## src/rtl/stack_program_loader.sv

```systemverilog
// Byte-serial loader: parses a framed program image, writes 12-bit words into
// the stack machine's instruction memory, zero-fills the rest and gates its reset.
module stack_program_loader #(
  parameter logic [7:0] HEADER = 8'hA5,
  parameter int         DEPTH  = 32,
  parameter int         AW     = 5
) (
  input  logic          clk,
  input  logic          rst,
  input  logic [7:0]    in_data,
  input  logic          in_valid,
  output logic          in_ready,
  output logic          imem_we,
  output logic [AW-1:0] imem_addr,
  output logic [11:0]   imem_wdata,
  output logic          cpu_rstN,
  output logic          done,
  output logic          error
);

  typedef enum logic [2:0] {
    S_IDLE  = 3'd0,
    S_COUNT = 3'd1,
    S_OPC   = 3'd2,
    S_VAL   = 3'd3,
    S_SUM   = 3'd4,
    S_FILL  = 3'd5,
    S_DONE  = 3'd6,
    S_ERROR = 3'd7
  } state_t;

  // N and the index carry one extra bit so that a full image (N = DEPTH) fits.
  localparam logic [AW:0] DEPTH_IDX = DEPTH[AW:0];
  localparam logic [8:0]  DEPTH_N   = DEPTH[8:0];
  localparam logic [AW:0] IDX_ONE   = {{AW{1'b0}}, 1'b1};

  function automatic logic [7:0] sum8(input logic [7:0] a, input logic [7:0] b);
    return a + b;
  endfunction

  state_t        state_q, state_d;
  logic [AW:0]   n_q, n_d;
  logic [AW:0]   idx_q, idx_d;
  logic [7:0]    sum_q, sum_d;
  logic [3:0]    opc_q, opc_d;
  logic          we_q, we_d;
  logic [AW-1:0] addr_q, addr_d;
  logic [11:0]   wdata_q, wdata_d;
  logic          ready_q, ready_d;
  logic          done_q, done_d;
  logic          error_q, error_d;
  logic          cpu_rstn_q, cpu_rstn_d;
  logic          accept;
  logic [AW:0]   idx_inc;

  assign accept  = in_valid && ready_q;
  assign idx_inc = idx_q + IDX_ONE;

  // State, datapath and output registers.
  always_ff @(posedge clk) begin
    if (rst) begin
      state_q    <= S_IDLE;
      n_q        <= '0;
      idx_q      <= '0;
      sum_q      <= 8'h00;
      opc_q      <= 4'h0;
      we_q       <= 1'b0;
      addr_q     <= '0;
      wdata_q    <= 12'h000;
      ready_q    <= 1'b1;
      done_q     <= 1'b0;
      error_q    <= 1'b0;
      cpu_rstn_q <= 1'b0;
    end else begin
      state_q    <= state_d;
      n_q        <= n_d;
      idx_q      <= idx_d;
      sum_q      <= sum_d;
      opc_q      <= opc_d;
      we_q       <= we_d;
      addr_q     <= addr_d;
      wdata_q    <= wdata_d;
      ready_q    <= ready_d;
      done_q     <= done_d;
      error_q    <= error_d;
      cpu_rstn_q <= cpu_rstn_d;
    end
  end

  // Frame parser: next state plus index/sum bookkeeping and write issue.
  always_comb begin
    state_d = state_q;
    n_d     = n_q;
    idx_d   = idx_q;
    sum_d   = sum_q;
    opc_d   = opc_q;
    we_d    = 1'b0;
    addr_d  = addr_q;
    wdata_d = wdata_q;
    case (state_q)
      S_IDLE, S_DONE, S_ERROR: begin
        if (accept && (in_data == HEADER)) begin
          state_d = S_COUNT;
        end else begin
          state_d = state_q;
        end
      end
      S_COUNT: begin
        if (!accept) begin
          state_d = state_q;
        end else if ((in_data == 8'h00) || ({1'b0, in_data} > DEPTH_N)) begin
          state_d = S_ERROR;
        end else begin
          n_d     = in_data[AW:0];
          idx_d   = '0;
          sum_d   = 8'h00;
          state_d = S_OPC;
        end
      end
      S_OPC: begin
        if (!accept) begin
          state_d = state_q;
        end else if (in_data > 8'h07) begin
          state_d = S_ERROR;
        end else begin
          opc_d   = {1'b0, in_data[2:0]};
          sum_d   = sum8(sum_q, in_data);
          state_d = S_VAL;
        end
      end
      S_VAL: begin
        if (accept) begin
          sum_d   = sum8(sum_q, in_data);
          we_d    = 1'b1;
          addr_d  = idx_q[AW-1:0];
          wdata_d = {opc_q, in_data};
          idx_d   = idx_inc;
          state_d = (idx_inc == n_q) ? S_SUM : S_OPC;
        end else begin
          state_d = state_q;
        end
      end
      S_SUM: begin
        if (!accept) begin
          state_d = state_q;
        end else if (in_data != sum_q) begin
          state_d = S_ERROR;
        end else if (n_q == DEPTH_IDX) begin
          state_d = S_DONE;
        end else begin
          // First fill word goes out with the checksum; idx then tracks the next address.
          we_d    = 1'b1;
          addr_d  = n_q[AW-1:0];
          wdata_d = 12'h000;
          idx_d   = n_q + IDX_ONE;
          state_d = S_FILL;
        end
      end
      S_FILL: begin
        if (idx_q == DEPTH_IDX) begin
          state_d = S_DONE;
        end else begin
          we_d    = 1'b1;
          addr_d  = idx_q[AW-1:0];
          wdata_d = 12'h000;
          idx_d   = idx_inc;
        end
      end
      default: begin
        state_d = S_IDLE;
      end
    endcase
  end

  // Status outputs follow the state being entered so they register with it.
  always_comb begin
    ready_d    = (state_d != S_FILL);
    done_d     = (state_d == S_DONE);
    error_d    = (state_d == S_ERROR);
    cpu_rstn_d = (state_d == S_DONE);
  end

  assign in_ready   = ready_q;
  assign imem_we    = we_q;
  assign imem_addr  = addr_q;
  assign imem_wdata = wdata_q;
  assign cpu_rstN   = cpu_rstn_q;
  assign done       = done_q;
  assign error      = error_q;

endmodule
```

## config.mk

```make
export PLATFORM = sky130hd
export DESIGN_NAME = stack_program_loader
export DESIGN_NICKNAME = d
export VERILOG_FILES = /design/src/rtl/stack_program_loader.sv
export SDC_FILE = /design/constraint.sdc
export NUM_CORES = 1
export LEC_CHECK = 0
export CELL_PAD_IN_SITES_DETAIL_PLACEMENT = 0
export CELL_PAD_IN_SITES_GLOBAL_PLACEMENT = 2
export CORE_ASPECT_RATIO = 1.25
export CORE_UTILIZATION = 30
export CTS_CLUSTER_SIZE = 16
export DETAILED_ROUTE_END_ITERATION = 7
export PLACE_DENSITY = 0.77
export SLEW_MARGIN = 40
export SYNTH_ARGS = -nofsm -noshare
export SYNTH_HDL_FRONTEND = slang
export SYNTH_SLANG_ARGS = --single-unit
```

## constraint.sdc

```tcl
create_clock -name clk -period 2.51 [get_ports clk]
set_input_delay 0.502 -clock clk [delete_from_list [all_inputs] [get_ports clk]]
set_output_delay 0.502 -clock clk [all_outputs]
set_load 0.01 [all_outputs]
```

==> impl_metrics.ini, run 1 <==
[status]
status = completed

[logic_synthesis]
syn-cell-area_sq_um = 2900
mappedNetlistNets = 384
post_synth_num_cell_types = 61
postSynthAreaPerCell_sq_um = 8.08
synth_async_sr_flop_share_pct = 0
postSynthRegisterBits = 46
synthesis.instances = 359
yosys_warnings = 0
synth_edf_count = 0
primary_flip_flop_cell_chosen_by_synthesis_mapping = sky130_fd_sc_hd__dfxtp_1
yosysSeqAreaShare_pct = 31.7

[clock_tree]
cts_htree_levels = 2
holdBufCountCts = 0
post-cts-setup-buffers = 0
cts_inserted_buffers = 5
root_buffer = sky130_fd_sc_hd__clkbuf_16
worst_setup_hold_path_clk_slew_ns = 0.07
cts-root-to-sink-buffers = 2
clkLatencyLatePin_ns = 0.30
cts_sinks = 46
cts_tree = done

[layout]
sequential_cell_area_sq_um = 921
multiInputGateArea_sq_um = 1900
fin_cells = 538
antenna-diode-count = 0
syn_to_final_growth_pct = 32.2
nets = 439
num-fill-cells = 960
layout_cell_share_with_drive_strength_beyond_1_pct = 17.6

[timing]
min_period_over_period_pct = 94.9
unrepaired_setup_endpoints_after_global_routing = no
final.setup.tns_ns = 0
timing.hold.ws_ns = 0.453
timing.max_slew.rel_slack_pct = 62.4
hold_violations = 0
fmax_ghz = 0.420
max_slew.worst_pin.slew_ns = 0.563
finalWorstPathRequiredPeriod_ns = 2.38
fin_worst_skew_ns = 0.0104
timing.final.max_slew_violations = 0
finalSetupViolations = 0

[worst_setup_path]
timing.critical_path.required_ns = 2.67
reg2reg_from = sum_q[1]$_SDFFE_PP0P_
worstPathMaxFanout = 4
crit_path_start = in_data[5]
timing.reg2reg.worst_path_depth = 7
critPathKind = in -> reg
worstPathArrival_ns = 2.54
crit_path_start_kind = input pin
worst_setup_path_end_kind = register

[power_and_ir_drop]
total_power_w = 0.00154
ir_drop_mv = 0.232
share_clk_of_total_power_pct = 45.3
power.internal_w = 0.00115
leakage_nw = 1.45
pwr-share-comb_pct = 7.2
p_sw_share_pct = 24.8
net_switching_power_figure_w = 0.000381
power.share.sequential_pct = 47.5
power_density_normalized_to_cell_area_nw_per_um2 = 400

[placed_design]
place.detailed.instances = 530
post-dp-hpwl_um = 6410
place_congestion = 0.815
numPortBuffers = 31

[route]
detailroute.via_count = 2791
detail_route.wl_per_cell_um = 15.9
ratio_of_routed_vias_to_standard_cells = 5.19
postRouteWirelength_um = 8560
drtAntennaViolNets = 0
route.detailed.drc = 0
drt_iter0_markers = 105
drt_pre_antenna_iters = 4

[die]
die_boundary_height_um = 112
rows = 39
floorplan.die_area_sq_um = 10100
io_pins = 33
die_x_um = 90.0
floorplan_core_area_sq_um = 9270
initial_util_pct = 31.3

[hold_path]
min_delay_src = imem_wdata[2]$_SDFFE_PP0P_
min_path_cells = 2
hold_path_class = reg -> reg

[global_route]
grt_pass1_vias = 2771
grt_util_all_layers_pct = 17.6
grt_antenna_before_repair = 0
pin_count_of_the_biggest_net_entering_global_routing = 20
grt_first_pass_wirelength_um = 14100
grt.overflow.total = 0

[run]
drv.max_cap_violation_count = 0
## metal layers
layer	GRT usage [%]	wire (um)	vias up
met2	30.3	4200	49
li1	-	-	1396
met5	0	0	-
met1	22.9	4040	1334
met4	4.41	126	0
met3	2.73	192	12
## state kept, by name, summed over array words and instances, names as in the netlist
| register | count |
|---|---|
| cpu_rstN | 1 |
| idx_q | 6 |
| error | 1 |
| opc_q | 3 |
| imem_wdata | 11 |
| n_q | 6 |
| state_q | 3 |
| in_ready | 1 |
| imem_addr | 5 |
| imem_we | 1 |
| sum_q | 8 |
## cells in the final DEF (no fill, tap or decap), types with 6 or more instances in the layout
cell type	netlist	routed
sky130_fd_sc_hd__ha_4	0	7
sky130_fd_sc_hd__nand3b_1	13	13
sky130_fd_sc_hd__xor2_1	7	7
sky130_fd_sc_hd__dfxtp_1	46	46
sky130_fd_sc_hd__nand3_1	22	22
sky130_fd_sc_hd__nor2_1	34	34
sky130_fd_sc_hd__xnor2_1	10	10
sky130_fd_sc_hd__and3_1	6	6
sky130_fd_sc_hd__nor3_1	8	7
sky130_fd_sc_hd__o21ai_0	11	11
sky130_fd_sc_hd__ha_1	13	6
sky130_fd_sc_hd__a21oi_1	26	26
sky130_fd_sc_hd__nand2_1	36	36
sky130_fd_sc_hd__buf_4	3	41
sky130_fd_sc_hd__clkdlybuf4s50_1	0	24
sky130_fd_sc_hd__dlygate4sd2_1	0	6
sky130_fd_sc_hd__inv_1	15	15
sky130_fd_sc_hd__mux2i_1	12	12
## stage by stage
stage	utilization, %	cell area [sq um]	worst slack [ns]
after floorplan	-	2900	0.00979
after global placement	38.7	3580	-0.427
after detailed placement	38.7	3580	-0.482
after CTS	41.2	3820	0.000409
after global routing	41.4	3830	0.0272
final	41.4	3830	0.128
## area by class of cell
class | count | area share [%]
multi-input combinational | 272 | 49.6
sequential | 46 | 24.0
timing repair buffer | 74 | 17.0
tap | 123 | 4.01
clock buffer | 5 | 3.26
inverter | 15 | 1.47
clock inverter | 3 | 0.653
## power by group through the flow
stage	Combinational [W]	Clock (W)	Sequential (W)
after floorplan	0.0000428	0	0.000746
after global placement	0.000107	0	0.000747
after detailed placement	0.000107	0	0.000747
after CTS	0.000110	0.000710	0.000729
after global routing	0.000119	0.000743	0.000729
final	0.000110	0.000695	0.000730
## final timing paths
path	endpoint	slack, ns
worst max register to register	cpu_rstN$_SDFF_PP0_	0.21
worst min-delay path	imem_wdata[2]$_SDFFE_PP0P_	0.45
worst max-delay path	cpu_rstN$_SDFF_PP0_	0.13
worst min register to register	imem_wdata[2]$_SDFFE_PP0P_	0.45
## critical path: stages
cell	delay (ns)
sky130_fd_sc_hd__dlygate4sd2_1	0.27
sky130_fd_sc_hd__ha_4	0.23
sky130_fd_sc_hd__nor4_2	0.27
sky130_fd_sc_hd__nand4_1	0.18
sky130_fd_sc_hd__o22a_1	0.27
sky130_fd_sc_hd__or4_4	0.55
sky130_fd_sc_hd__a21oi_4	0.18
sky130_fd_sc_hd__nor3_1	0.08
## synth_stat cells (all sizes together), types with 2 or more instances
cell	count	share of area, %
o21a	3	0.78
a31oi	4	0.86
o32ai	4	1.2
a21o	3	0.78
and2	3	0.65
nor3	9	1.7
a311oi	5	1.5
xor2	7	2.1
o21ai	11	1.9
nand3b	13	3.4
nand2b	3	0.65
a21oi	27	5.0
o31ai	3	0.78
and4b	2	0.69
clkbuf	10	1.3
inv	15	1.9
dfxtp	46	32
nand3	23	4.1
nor2	35	4.6
a21boi	2	0.52
a32o	3	1.0
or3	2	0.43
buf	16	3.2
and3	6	1.3
nand2	36	4.7
nor4	3	1.1
or2	2	0.43
nand4	5	1.1
mux2i	12	4.1
ha	13	5.6
o211ai	3	0.78
or4	2	0.65
xnor2	10	3.0
## kinds of logic after synthesis
family | after synthesis | synth area share (%)
buffers and inverters | 41 | 6.42
DFF | 46 | 31.7
xor gates and xnor gates | 17 | 5.13
AOI/OAI and AO/OA | 78 | 18.2
muxes | 13 | 4.66
and+or+nand+nor | 149 | 27.4
adders and majority gates | 14 | 6.30
other | 1 | 0.129
## repair_timing
item,CTS,global route
pin swaps,10,1
resized for setup,14,3
setup endpoints to repair,24,29
hold endpoints to repair,0,0
Note: power is estimated with default switching activity, not from simulation.
==> run 2: changes to the inputs <==
- GPL_TIMING_DRIVEN: unset -> 0
- REMOVE_ABC_BUFFERS: unset -> 1
==> run 2 against run 1 <==
Against the previous run: die area stayed put; non-clock buffer count is 39 lower; critical path depth stayed put; hold slack worse by 0.0012 ns; clock-buffer cell count is 1 higher; fmax is 2.2% lower; cell area is 7.4% lower; clock skew is 0.0050 ns lower; power is 2.2% higher; wire length is 9.2% lower; sequential share of layout area is 1.9 points higher; highest routed layer unchanged.
==> impl_metrics.ini, run 2 (synthesis results as in run 1) <==
[route]
postRouteWirelength_um = 7770
detailroute.via_count = 2612
route.detailed.drc = 0
drtAntennaViolNets = 0
ratio_of_routed_vias_to_standard_cells = 5.23
detail_route.wl_per_cell_um = 15.6
drt_pre_antenna_iters = 4
drt_iter0_markers = 84

[clock_tree]
cts_sinks = 46
clkLatencyLatePin_ns = 0.28
worst_setup_hold_path_clk_slew_ns = 0.07
cts_htree_levels = 2
holdBufCountCts = 0
cts_tree = done
cts_inserted_buffers = 5
root_buffer = sky130_fd_sc_hd__clkbuf_16
cts-root-to-sink-buffers = 2

[worst_setup_path]
critPathKind = in -> reg
timing.critical_path.buf_inv = 1
worst_path_slowest_cell = sky130_fd_sc_hd__and4bb_4
critical-path-max-stage-delay_ns = 0.38
timing.critical_path.required_ns = 2.69
cpLargestDelayFamily = simple AND/OR/NAND/NOR gates
crit_path_cell_trace = clkdlybuf4s15_2, ha_4, nor3_2, nand4_1, o22a_1, and4bb_4, mux2_4, a32o_1
worstPathMaxFanout = 6
worstPathArrival_ns = 2.61
worst_setup_path_end_kind = register
crit_path_start_kind = input pin

[layout]
layout_cell_share_with_drive_strength_beyond_1_pct = 12.0
max_reg_flops = 11
multiInputGateArea_sq_um = 1910
nets = 400
antenna-diode-count = 0
num-fill-cells = 972
mostFrequentLayoutCell = sky130_fd_sc_hd__dfxtp_1
layout.cells.most_common_list = 45 x sky130_fd_sc_hd__dfxtp_1, 36 x sky130_fd_sc_hd__nand2_1, 34 x sky130_fd_sc_hd__nor2_1
syn_to_final_growth_pct = 22.4
sequential_cell_area_sq_um = 922

[timing]
min_period_over_period_pct = 97.1
fin_worst_skew_ns = 0.00542
timing.final.max_slew_violations = 0
max_slew.worst_pin.slew_ns = 0.571
timing.hold.ws_ns = 0.451
final.setup.tns_ns = 0
finalWorstPathRequiredPeriod_ns = 2.44
setup_slack_ns = 0.0739
timing.max_slew.rel_slack_pct = 61.8
fmax_ghz = 0.410
hold_violations = 0
unrepaired_setup_endpoints_after_global_routing = no
finalSetupViolations = 0

[global_route]
grt_pass1_vias = 2526
grt.overflow.total = 0
grt_antenna_before_repair = 0
pin_count_of_the_biggest_net_entering_global_routing = 31
grt_util_all_layers_pct = 15.9
grt_first_pass_wirelength_um = 13000

[placed_design]
post-dp-hpwl_um = 5630
preCtsSetupSlack_ns = -1.01
place_congestion = 0.763
numPortBuffers = 31

[power_and_ir_drop]
ir_drop_mv = 0.253
power_density_normalized_to_cell_area_nw_per_um2 = 442
leakage_nw = 1.25

[status]
status = completed

[run]
drv.max_cap_violation_count = 0

[hold_path]
hold_path_class = reg -> reg

[die]
floorplan.die_area_sq_um = 10100
die_x_um = 90.0
io_pins = 33
rows = 39
initial_util_pct = 31.3
die_boundary_height_um = 112
floorplan_core_area_sq_um = 9270
## run 2: power by group
part	switching (W)	total, W	leakage, nW	internal, W
Sequential	0.000000473	0.000730	0.371	0.000730
Clock	0.000278	0.000748	0.0771	0.000470
Combinational	0.0000560	0.0000907	0.803	0.0000347
## run 2: per-layer routing
metal | share of wire (%) | GRT usage [%]
met5 | 0 | 0
met2 | 50 | 28.3
met1 | 47 | 20.3
met3 | 2.3 | 2.39
met4 | 1.1 | 3.55
## run 2: path summary, 6_finish.rpt
check / from / slack, ns / cells after the start / endpoint
max: in_data[3] / 0.07 / 8 / idx_q[2]$_SDFFE_PP0P_
min: imem_wdata[7]$_SDFFE_PP0P_ / 0.45 / 2 / imem_wdata[7]$_SDFFE_PP0P_
max reg2reg: sum_q[5]$_SDFFE_PP0P_ / 0.15 / 7 / idx_q[2]$_SDFFE_PP0P_
min reg2reg: imem_wdata[7]$_SDFFE_PP0P_ / 0.45 / 2 / imem_wdata[7]$_SDFFE_PP0P_
## run 2: through the flow
| step | cells | power, W | instance area (sq um) | utilization, % |
|---|---|---|---|---|
| floorplan | 333 | 0.000777 | 2770 | - |
| global placement | 487 | 0.000827 | 3240 | 34.9 |
| finish | 499 | 0.00157 | 3550 | 38.3 |
| CTS | 499 | 0.00159 | 3550 | 38.3 |
| detailed placement | 489 | 0.000831 | 3270 | 35.3 |
| global route | 499 | 0.00163 | 3550 | 38.3 |
## run 2: area by class of cell
class,instances,area share (%)
multi-input cells,272,53.8
flip-flops and latches,46,26.0
inverters,15,1.59
well taps,123,4.33
clock inverters,2,1.06
clock buffers,6,3.63
repair buffers,35,9.69
## run 2: worst min-delay path: stages (launching register included)
cell and delay [ns]:
sky130_fd_sc_hd__dfxtp_1 0.31, sky130_fd_sc_hd__nand2_1 0.05, sky130_fd_sc_hd__a21oi_1 0.05
## run 2: repair_timing
| item | 4_1_cts | 5_1_grt |
|---|---|---|
| pin swaps | 5 | 2 |
| endpoints found under the setup margin | 31 | 9 |
| resized for setup | 38 | 7 |
| buffers inserted | 2 | 0 |
| hold endpoints to repair | 0 | 0 |
==> run 3: changes to the inputs <==
- ABC_AREA: unset -> 1
- CORE_UTILIZATION: 30 -> 29
- PLACE_DENSITY: 0.77 -> 0.78
==> run 3 against run 2 <==
Against the previous run: worst setup slack improved by 0.067 ns; highest routed layer unchanged; register-to-register slack gained 0.21 ns; synthesized cell count increased by 21%; flip-flop and latch count did not move; synthesized area grew 5.5%; critical endpoint is now idx_q[5]$_SDFFE_PP0P_.
==> impl_metrics.ini, run 3 <==
[route]
detail_route.wl_per_cell_um = 14.0
detailroute.via_count = 2851
drt_pre_antenna_iters = 4
ratio_of_routed_vias_to_standard_cells = 4.78
route.detailed.drc = 0
drt_iter0_markers = 101
drtAntennaViolNets = 0
postRouteWirelength_um = 8380

[clock_tree]
cts-root-to-sink-buffers = 2
cts_sinks = 46
holdBufCountCts = 0
cts_htree_levels = 2
worst_setup_hold_path_clk_slew_ns = 0.07
cts_tree = done
clkLatencyLatePin_ns = 0.29
cts_inserted_buffers = 5
root_buffer = sky130_fd_sc_hd__clkbuf_16

[layout]
max_reg_flops = 11
layout_cell_share_with_drive_strength_beyond_1_pct = 18.6
mostFrequentLayoutCell = sky130_fd_sc_hd__nand2_1
layout.cells.most_common_list = 93 x sky130_fd_sc_hd__nand2_1, 46 x sky130_fd_sc_hd__dfxtp_1, 42 x sky130_fd_sc_hd__inv_1
layout.cell_area.non_filler_sq_um = 3730
syn_to_final_growth_pct = 21.9
nets = 492
num-fill-cells = 1117
antenna-diode-count = 0

[logic_synthesis]
post_synth_num_cell_types = 43
synth.top_cells.by_count = 94 x sky130_fd_sc_hd__nand2_1, 46 x sky130_fd_sc_hd__dfxtp_1, 42 x sky130_fd_sc_hd__inv_1
yosys_warnings = 0
yosysSeqAreaShare_pct = 30.1
synth_async_sr_flop_share_pct = 0
synth_largest_area_cell = sky130_fd_sc_hd__dfxtp_1
synth_edf_count = 0
postSynthRegisterBits = 46
yosys.cell_count.top_type = sky130_fd_sc_hd__nand2_1
primary_flip_flop_cell_chosen_by_synthesis_mapping = sky130_fd_sc_hd__dfxtp_1
syn-cell-area_sq_um = 3060
largest_cells_by_area_after_synthesis = sky130_fd_sc_hd__dfxtp_1 30%, sky130_fd_sc_hd__nand2_1 12%, sky130_fd_sc_hd__nand3_1 6.5%
postSynthAreaPerCell_sq_um = 7.02
synth.top_cell.area_share_pct = 30.1
synthesis.instances = 436

[hold_path]
min_path_cells = 2
hold_path_class = reg -> reg

[timing]
finalWorstPathRequiredPeriod_ns = 2.37
final.setup.tns_ns = 0
timing.max_slew.rel_slack_pct = 58.8
unrepaired_setup_endpoints_after_global_routing = no
fmax_ghz = 0.422
min_period_over_period_pct = 94.4
max_slew.worst_pin.slew_ns = 0.618
fin_worst_skew_ns = 0.00515
finalSetupViolations = 0
timing.final.max_slew_violations = 0
timing.hold.ws_ns = 0.465
hold_violations = 0

[worst_setup_path]
timing.critical_path.required_ns = 2.70
cpLargestDelayFamily = simple AND/OR/NAND/NOR gates
crit_path_cell_trace = clkdlybuf4s15_1, ha_4, nor2_1, nand2_1, nor2_1, nand3_2, nand2_4, inv_4, nor3_4, buf_4, nand3_4, o21ai_2, a21oi_2
critical_path_depth = 13
worst_path_slowest_cell = sky130_fd_sc_hd__ha_4
crit_path_start_kind = input pin
worstPathArrival_ns = 2.56
cpMostUsedCell = sky130_fd_sc_hd__nor2_1
worstPathMaxFanout = 6
timing.reg2reg.worst_path_depth = 12
critical-path-max-stage-delay_ns = 0.33
worst_setup_path_end_kind = register
timing.critical_path.buf_inv = 3
critPathKind = in -> reg

[die]
io_pins = 33
initial_util_pct = 30.1
die_boundary_height_um = 117
die_x_um = 93.9
rows = 41
floorplan_core_area_sq_um = 10200
floorplan.die_area_sq_um = 11000

[global_route]
pin_count_of_the_biggest_net_entering_global_routing = 26
grt_antenna_before_repair = 0
grt.overflow.total = 0
grt_util_all_layers_pct = 16.8
grt_first_pass_wirelength_um = 13900
grt_pass1_vias = 2722

[power_and_ir_drop]
power_density_normalized_to_cell_area_nw_per_um2 = 796
leakage_nw = 1.48
ir_drop_mv = 0.305

[placed_design]
numPortBuffers = 31
post-dp-hpwl_um = 6110
place_congestion = 0.811
post_dp_cell_area_sq_um = 3430

[status]
status = completed

[run]
drv.max_cap_violation_count = 0
## run 3: routing by layer
metal,GRT usage (%),routed length (um),vias up
li1,-,-,1496
met1,19.6,3590,1304
met2,31.0,4420,39
met3,2.78,226,12
met4,5.54,142,0
met5,0,0,-
## run 3: repair_timing
item	CTS	global route
pin swaps	3	0
endpoints found under the setup margin	23	24
cloned	1	0
setup buffers	7	0
gates resized for setup	14	4
## run 3: through the flow
step,worst slack [ns],std cells,util (%),total power (W)
finish,0.141,597,36.7,0.00297
global placement,-0.730,581,33.9,0.00215
detailed placement,-0.721,581,33.8,0.00216
floorplan,0.374,421,-,0.00180
global route,0.00218,597,36.7,0.00321
CTS,0.0640,597,36.7,0.00302
## run 3: area by class of cell
class / instances / area (sq um) / share of cell area (%)
Tap cell: 129 / 161 / 4.32
Inverter: 52 / 203 / 5.43
Clock buffer: 7 / 143 / 3.82
Timing Repair Buffer: 38 / 372 / 9.96
Clock inverter: 1 / 8.76 / 0.235
Sequential cell: 46 / 921 / 24.7
Multi-Input combinational cell: 324 / 1920 / 51.6
## run 3: cells by family after synthesis
family / Yosys count / synth area share [%]
adder cells (fa/ha/maj): 14 / 5.97
other: 1 / 0.122
XOR/XNOR: 2 / 0.572
AND/OR/NAND/NOR: 223 / 37.2
flip-flops: 46 / 30.1
AO/OA/AOI/OAI: 83 / 16.4
buffers and inverters: 67 / 9.69
## run 3: report_power, final
part | leakage (nW) | total, W | switching (W) | internal, W
clock network | 0.0745 | 0.000704 | 0.000302 | 0.000401
registers | 0.372 | 0.000979 | 0.000144 | 0.000834
logic | 1.03 | 0.00129 | 0.000793 | 0.000498
## run 3: path summary, 6_finish.rpt
path | start | to | slack, ns
hold / removal | imem_wdata[7]$_SDFFE_PP0P_ | imem_wdata[7]$_SDFFE_PP0P_ | 0.47
setup / recovery | in_data[2] | idx_q[5]$_SDFFE_PP0P_ | 0.14
setup reg to reg | sum_q[1]$_SDFFE_PP0P_ | idx_q[5]$_SDFFE_PP0P_ | 0.36
hold reg to reg | imem_wdata[7]$_SDFFE_PP0P_ | imem_wdata[7]$_SDFFE_PP0P_ | 0.47
## run 3: tightest hold or removal path, stage by stage, from the launching register on
cell and delay [ns]:
sky130_fd_sc_hd__dfxtp_1 0.31, sky130_fd_sc_hd__nand2_1 0.06, sky130_fd_sc_hd__a21oi_1 0.05
